===== src/rtl/core_wakeup_pkg.sv =====
// Shared types and NoC wake-packet decode constants for the per-hart
// wakeup / reset-sequencing controller.
package core_wakeup_pkg;

    typedef enum logic [1:0] {
        ST_INIT      = 2'd0,
        ST_WAIT_WAKE = 2'd1,
        ST_RELEASE   = 2'd2,
        ST_RUN       = 2'd3
    } wake_state_e;

    localparam logic [1:0]  WakeTypeField = 2'b01;
    localparam logic [5:0]  WakePwrOn     = 6'h01;
    localparam logic [5:0]  WakeHartRst   = 6'h02;
    localparam int unsigned WakeDataWidth = 18;

endpackage


===== src/rtl/core_wakeup_hart.sv =====
// One hart's wake FSM, reset stretch, wake-packet decode and gated
// interrupt synchronisers.
module core_wakeup_hart
    import core_wakeup_pkg::*;
#(
    parameter int unsigned NrIrq      = 2,
    parameter int unsigned WakeMode   = 2,
    parameter int unsigned RstStretch = 4,
    parameter int unsigned SyncStages = 2
) (
    input  logic                     clk_i,
    input  logic                     rst_i,
    input  logic                     cnt_done_i,
    input  logic                     wake_override_i,
    input  logic                     rtrn_val_i,
    input  logic                     rtrn_int_i,
    input  logic [WakeDataWidth-1:0] rtrn_data_i,
    input  logic [NrIrq-1:0]         irq_i,
    input  logic                     ipi_i,
    input  logic                     time_irq_i,
    input  logic                     debug_req_i,
    input  logic                     l15_val_i,
    output logic                     l15_val_o,
    output logic                     core_rst_no,
    output logic [NrIrq-1:0]         irq_o,
    output logic                     ipi_o,
    output logic                     time_irq_o,
    output logic                     debug_req_o,
    output logic [1:0]               state_o
);

    localparam int unsigned SyncW    = NrIrq + 3;
    localparam int unsigned StretchW = (RstStretch > 1) ? $clog2(RstStretch) : 1;
    localparam logic [StretchW-1:0] StretchLoad = StretchW'(RstStretch - 1);

    wake_state_e                     state_q, state_d;
    logic                            wake_seen_q, wake_seen_d;
    logic [StretchW-1:0]             stretch_q, stretch_d;
    logic                            core_rst_q, core_rst_d;
    logic [SyncStages-1:0][SyncW-1:0] sync_q;

    logic             ctrl_pkt, wake_pkt, rst_pkt, wake_eff, running;
    logic [SyncW-1:0] sync_in, sync_out;
    logic             unused_data_bits;

    assign ctrl_pkt = rtrn_val_i & rtrn_int_i & (rtrn_data_i[17:16] == WakeTypeField);
    assign wake_pkt = ctrl_pkt & (rtrn_data_i[5:0] == WakePwrOn);
    assign rst_pkt  = ctrl_pkt & (rtrn_data_i[5:0] == WakeHartRst);
    assign wake_eff = wake_seen_q | wake_override_i;
    assign running  = (state_q == ST_RUN);
    assign unused_data_bits = ^rtrn_data_i[15:6];

    always_comb begin
        // NOTE: every always_comb output gets a default first so no path infers a latch.
        state_d     = state_q;
        stretch_d   = stretch_q;
        wake_seen_d = wake_seen_q | (wake_pkt & ~running);
        case (state_q)
            ST_INIT: begin
                if (WakeMode == 0) begin
                    if (cnt_done_i) begin
                        state_d   = ST_RELEASE;
                        stretch_d = StretchLoad;
                    end
                end else if (cnt_done_i || (WakeMode == 1)) begin
                    state_d = ST_WAIT_WAKE;
                end
            end
            ST_WAIT_WAKE: begin
                if (wake_eff || wake_pkt) begin
                    state_d   = ST_RELEASE;
                    stretch_d = StretchLoad;
                end
            end
            ST_RELEASE: begin
                if (stretch_q == '0) state_d = ST_RUN;
                else                 stretch_d = stretch_q - StretchW'(1);
            end
            ST_RUN: begin
                // Hart re-reset: reload so the core sees a full-length reset pulse.
                if (rst_pkt) begin
                    state_d   = ST_RELEASE;
                    stretch_d = StretchLoad;
                end
            end
            default: state_d = ST_INIT;
        endcase
    end

    assign core_rst_d = (state_d == ST_RUN);
    assign sync_in    = {debug_req_i, time_irq_i, ipi_i, irq_i};

    // NOTE: sequential state uses non-blocking assignments only, so every flop
    // samples pre-edge values regardless of statement order.
    always_ff @(posedge clk_i) begin
        if (rst_i) begin
            state_q     <= ST_INIT;
            wake_seen_q <= 1'b0;
            stretch_q   <= '0;
            core_rst_q  <= 1'b0;
            sync_q      <= '0;
        end else begin
            state_q     <= state_d;
            wake_seen_q <= wake_seen_d;
            stretch_q   <= stretch_d;
            core_rst_q  <= core_rst_d;
            // Chains are flushed whenever the hart is not running.
            if (running) begin
                sync_q[0] <= sync_in;
                for (int i = 1; i < int'(SyncStages); i++) sync_q[i] <= sync_q[i-1];
            end else begin
                sync_q <= '0;
            end
        end
    end

    assign sync_out    = sync_q[SyncStages-1] & {SyncW{running}};
    assign irq_o       = sync_out[NrIrq-1:0];
    assign ipi_o       = sync_out[NrIrq];
    assign time_irq_o  = sync_out[NrIrq+1];
    assign debug_req_o = sync_out[NrIrq+2];
    assign l15_val_o   = l15_val_i & running;
    assign core_rst_no = core_rst_q;
    assign state_o     = state_q;

endmodule


===== src/rtl/core_wakeup_seq.sv =====
// Multi-hart wakeup controller: shared SRAM-init counter plus one
// independent wake/reset sequencer per hart.
module core_wakeup_seq
    import core_wakeup_pkg::*;
#(
    parameter int unsigned NrHarts      = 1,
    parameter int unsigned NrIrq        = 2,
    parameter int unsigned WakeMode     = 2,
    parameter int unsigned WakeCntWidth = 16,
    parameter int unsigned RstStretch   = 4,
    parameter int unsigned SyncStages   = 2
) (
    input  logic                               clk_i,
    input  logic                               rst_i,
    input  logic                               wake_override_i,
    input  logic [NrHarts-1:0]                 rtrn_val_i,
    input  logic [NrHarts-1:0]                 rtrn_int_i,
    input  logic [NrHarts*WakeDataWidth-1:0]   rtrn_data_i,
    input  logic [NrHarts*NrIrq-1:0]           irq_i,
    input  logic [NrHarts-1:0]                 ipi_i,
    input  logic [NrHarts-1:0]                 time_irq_i,
    input  logic [NrHarts-1:0]                 debug_req_i,
    input  logic [NrHarts-1:0]                 l15_val_i,
    output logic [NrHarts-1:0]                 l15_val_o,
    output logic [NrHarts-1:0]                 core_rst_no,
    output logic [NrHarts*NrIrq-1:0]           irq_o,
    output logic [NrHarts-1:0]                 ipi_o,
    output logic [NrHarts-1:0]                 time_irq_o,
    output logic [NrHarts-1:0]                 debug_req_o,
    output logic [NrHarts*2-1:0]               state_o
);

    logic [WakeCntWidth-1:0] cnt_q;
    logic                    cnt_done;

    // Init counter saturates once its MSB is set.
    assign cnt_done = cnt_q[WakeCntWidth-1];

    always_ff @(posedge clk_i) begin
        if (rst_i)          cnt_q <= '0;
        else if (!cnt_done) cnt_q <= cnt_q + WakeCntWidth'(1);
    end

    for (genvar h = 0; h < NrHarts; h++) begin : g_hart
        core_wakeup_hart #(
            .NrIrq      (NrIrq),
            .WakeMode   (WakeMode),
            .RstStretch (RstStretch),
            .SyncStages (SyncStages)
        ) u_hart (
            .clk_i           (clk_i),
            .rst_i           (rst_i),
            .cnt_done_i      (cnt_done),
            .wake_override_i (wake_override_i),
            .rtrn_val_i      (rtrn_val_i[h]),
            .rtrn_int_i      (rtrn_int_i[h]),
            .rtrn_data_i     (rtrn_data_i[h*WakeDataWidth +: WakeDataWidth]),
            .irq_i           (irq_i[h*NrIrq +: NrIrq]),
            .ipi_i           (ipi_i[h]),
            .time_irq_i      (time_irq_i[h]),
            .debug_req_i     (debug_req_i[h]),
            .l15_val_i       (l15_val_i[h]),
            .l15_val_o       (l15_val_o[h]),
            .core_rst_no     (core_rst_no[h]),
            .irq_o           (irq_o[h*NrIrq +: NrIrq]),
            .ipi_o           (ipi_o[h]),
            .time_irq_o      (time_irq_o[h]),
            .debug_req_o     (debug_req_o[h]),
            .state_o         (state_o[h*2 +: 2])
        );
    end

endmodule


===== config.mk =====
export PLATFORM = sky130hd
export DESIGN_NAME = core_wakeup_seq
export DESIGN_NICKNAME = d
export VERILOG_FILES = /design/src/rtl/core_wakeup_pkg.sv /design/src/rtl/core_wakeup_hart.sv /design/src/rtl/core_wakeup_seq.sv
export SDC_FILE = /design/constraint.sdc
export NUM_CORES = 1
export LEC_CHECK = 0
export ABC_AREA = 1
export BUFFER_PORTS_ARGS = -buffer_cell sky130_fd_sc_hd__buf_4
export CORE_ASPECT_RATIO = 1.2
export CORE_MARGIN = 3
export CORE_UTILIZATION = 55
export DETAILED_ROUTE_END_ITERATION = 12
export GPL_TIMING_DRIVEN = 0
export PLACE_DENSITY = 0.84
export SLEW_MARGIN = 10
export SYNTH_ARGS = -nofsm -noshare
export SYNTH_HDL_FRONTEND = slang
export SYNTH_SLANG_ARGS = --single-unit

===== constraint.sdc =====
create_clock -name clk_i -period 3.5 [get_ports clk_i]
set_clock_uncertainty 0.1 [all_clocks]
set_input_delay 0.7 -clock clk_i [delete_from_list [all_inputs] [get_ports clk_i]]
set_output_delay 0.7 -clock clk_i [all_outputs]
set_load 0.01 [all_outputs]

==> summary.md <==
| Metric | Value |
|---|---|
| Synth unique cells | 26 |
| Worst slew pin tran | 0.4806 ns |
| Crit path launch type | flip-flop |
| Critical R2R Capture | cnt_q[12]$_SDFFE_PP0N_ |
| CTS tree | done |
| CTS clock-pin slew for the worst setup and hold paths | 0.09 ns |
| DRT iter0 DRCs | 15 |
| Setup Viol. Count Final | 0 |
| Crit path from | g_hart[0].u_hart.state_o[1]$_SDFF_PP0_ |
| Mapped Nets | 228 |
| Synth warn | 0 |
| Slowest cell delay on critical path | 0.45 ns |
| Final Hold Viols | 0 |
| Total grt overflow | 0 |
| Antenna diodes | 0 |
| Period utilisation layout | 0.5880 |
| Worst min path class | reg -> reg |
| Register-to-register setup slack | 2.01 ns |
| Chip height | 61.89 um |
| Largest fanout on the critical path | 7 |
| Drt pass-1 iters | 4 |
| Hold_sp | g_hart[0].u_hart.sync_q[4]$_SDFF_PP0_ |
| Nets@finish | 261 |
| Slew Limit Fails | 0 |
| CP max-delay cell | dfxtp_1 |
| Die Area | 3253 um^2 |
| CTS buffer count | 5 |
| Core box area | 2377 um^2 |
| Worst Path Required | 2.70 ns |
| Mapped Area | 1431 um^2 |
| Slew margin rel. | 0.6796 |
| Fill cell count | 193 |
| Vias per inst | 4.706 |
| Mapped Cells | 197 |
| Port Buffers | 26 |
| Drt drc | 0 |
| IO Count | 38 |
| Cts repair resizes | 0 |
| CTS max path bufs | 2 |
| Total power | 617.6 uW |
| Routed wire per std cell | a little over 10 um |
| Final ANT Viol Nets | 0 |
| Root Buffer Master | clkbuf_4 |
| Arrival time at the worst endpoint | 1.26 ns |
| Worst-path cell chain | nand2_1 -> nor2_1 -> buf_4 |
| Commonest non-fill, non-tap cells in the layout | 46 x nor2_1, 42 x inv_1, 32 x dfxtp_1 |
| Peak supply drop | 0.2813 mV |
| Initial antenna violation count | 0 |
| #FFs+latches synth | 32 |
| RR Startpoint | cnt_q[0]$_SDFFE_PP0N_ |
| Vias | about 1,200 |
| PnR worst setup slack | 1.442 ns |
| CTS sink count | 32 |
| Rows | 19 |
| Syn Area/Cell | between 7 and 8 um^2 |
| Final wirelength | 2.639 mm |
| Die X | around 53 um |
| Final min period | 2.058 ns |
| Status | finished, final reports clean |
| Starting density of the core | 0.6021 |
| Clk Latency, worst-skew pair | 0.33 ns |
| Most common cell after layout, fill and taps aside | nor2_1 |
| Pre-CTS setup slack | 1.619 ns |
| Vias in the first global route | 1,100 |
| RSZ-0062 raised after global routing | false |
| Layout cells sized above 1 | 0.1905 |
| HPWL after DPL | just over 2 mm |
| Setup repair bufs after CTS | 0 |
| Worst reg2reg path depth | 9 |
| PwrDens | 358.2 nW/um^2 |
| Hold Path Depth | 2 |
| All-layer global routing usage | 0.1838 |
| Area Growth Syn to Fin | 20.45% |
| Cts hold-fix bufs | 0 |
| Sum Neg Setup Slack | 0 ns |
| Setup CP Type | reg -> out |
| F_max | 0.4859 GHz |
| GP Congestion | 0.7541 |
| Sequential area share after synthesis | 0.4476 |
| First-pass GRT wire length | 4.215 mm |
| Pleak | 0.7928 nW |
| Worst hold margin | 0.3109 ns |
| Largest net degree at the start of global routing | 11 |
| Setup crit end kind | primary output |
| Max-Cap Viols | 0 |
| Endpoint of the worst hold path | g_hart[0].u_hart.sync_q[9]$_SDFF_PP0_ |
| Htree depth | 2 |
## cell usage after synthesis
master / count / area (um^2)
a211oi_1: 1 / 7.510
a21oi_1: 12 / 60.06
a31oi_1: 1 / 6.260
and3_1: 1 / 6.260
clkbuf_1: 1 / 3.750
clkbuf_8: 1 / 13.76
dfxtp_1: 32 / 640.6
ha_1: 2 / 25.02
inv_1: 42 / 157.7
inv_4: 1 / 6.260
nand2_1: 27 / 101.4
nand2_2: 3 / 18.77
nand2_4: 1 / 11.26
nand3_1: 5 / 25.02
nand3_2: 1 / 10.01
nand3_4: 1 / 17.52
nand4_1: 1 / 6.260
nor2_1: 46 / 172.7
nor2_4: 2 / 22.52
nor2_8: 1 / 20.02
nor3_1: 4 / 20.02
nor3_4: 1 / 16.27
o21a_1: 2 / 15.01
o21ai_0: 6 / 30.03
o41ai_1: 1 / 8.760
xor2_1: 1 / 8.760
## state kept, by name, summed over array words and instances (netlist names)
name	count
g_hart.u_hart.wake_seen_q	1
cnt_q	16
g_hart.u_hart.stretch_q	2
g_hart.u_hart.sync_q	10
g_hart.u_hart.core_rst_no	1
g_hart.u_hart.state_o	2
## worst max path at each step
stage,end,cells after the start
floorplan,l15_val_o,2
global placement,l15_val_o,4
detailed placement,g_hart[0].u_hart.sync_q[2]$_SDFF_PP0_,4
CTS,ipi_o,3
global route,time_irq_o,3
finish,ipi_o,3
## per-layer routing
layer,part of all wire,vias to the layer above,global-route usage
met5,0,-,0
met1,0.40,542,0.1677
li1,-,660,-
met2,0.52,24,0.3475
met4,0.022,0,0.09854
met3,0.059,7,0.07160
## cell families (layout without fill, tap and decap cells)
group / Yosys count / after routing / synth area share
and+or+nand+nor: 94 / 94 / 0.3130
adders and majority gates: 2 / 2 / 0.01748
DFF: 32 / 32 / 0.4475
xor gates and xnor gates: 1 / 1 / 0.006120
buffers and inverters: 45 / 79 / 0.1267
AOI/OAI and AO/OA: 23 / 23 / 0.08917
## final cells by class
class / instances / area [um^2] / share of cell area
flip-flops and latches: 32 / 640.6 / 0.3716
repair buffers: 26 / 195.2 / 0.1132
inverters: 43 / 163.9 / 0.09507
multi-input cells: 120 / 609.3 / 0.3534
well taps: 31 / 38.79 / 0.02250
plain buffers: 2 / 17.52 / 0.01016
clock buffers: 8 / 58.81 / 0.03411
## power by group
| group | leakage [nW] | total, mW | internal (mW) | switching, mW |
|---|---|---|---|---|
| logic | 0.502 | 0.0348 | 0.0195 | 0.0152 |
| clock network | 0.0326 | 0.213 | 0.0989 | 0.114 |
| registers | 0.258 | 0.370 | 0.367 | 0.00318 |
## worst max-delay path, delay by kind of cell, from the launching register on
family | cells | cell delay, ns
DFF | 1 | 0.45
and+or+nand+nor | 2 | 0.35
buffers and inverters | 1 | 0.14
## through the flow
step,std cells,cell area (um^2),util
after detailed placement,254,1665,0.7005
after global placement,254,1665,0.7005
after floorplan,197,1431,-
final,262,1724,0.7253
after global routing,262,1724,0.7253
after CTS,262,1724,0.7253
No activity file was read; power rests on OpenSTA's default activity.
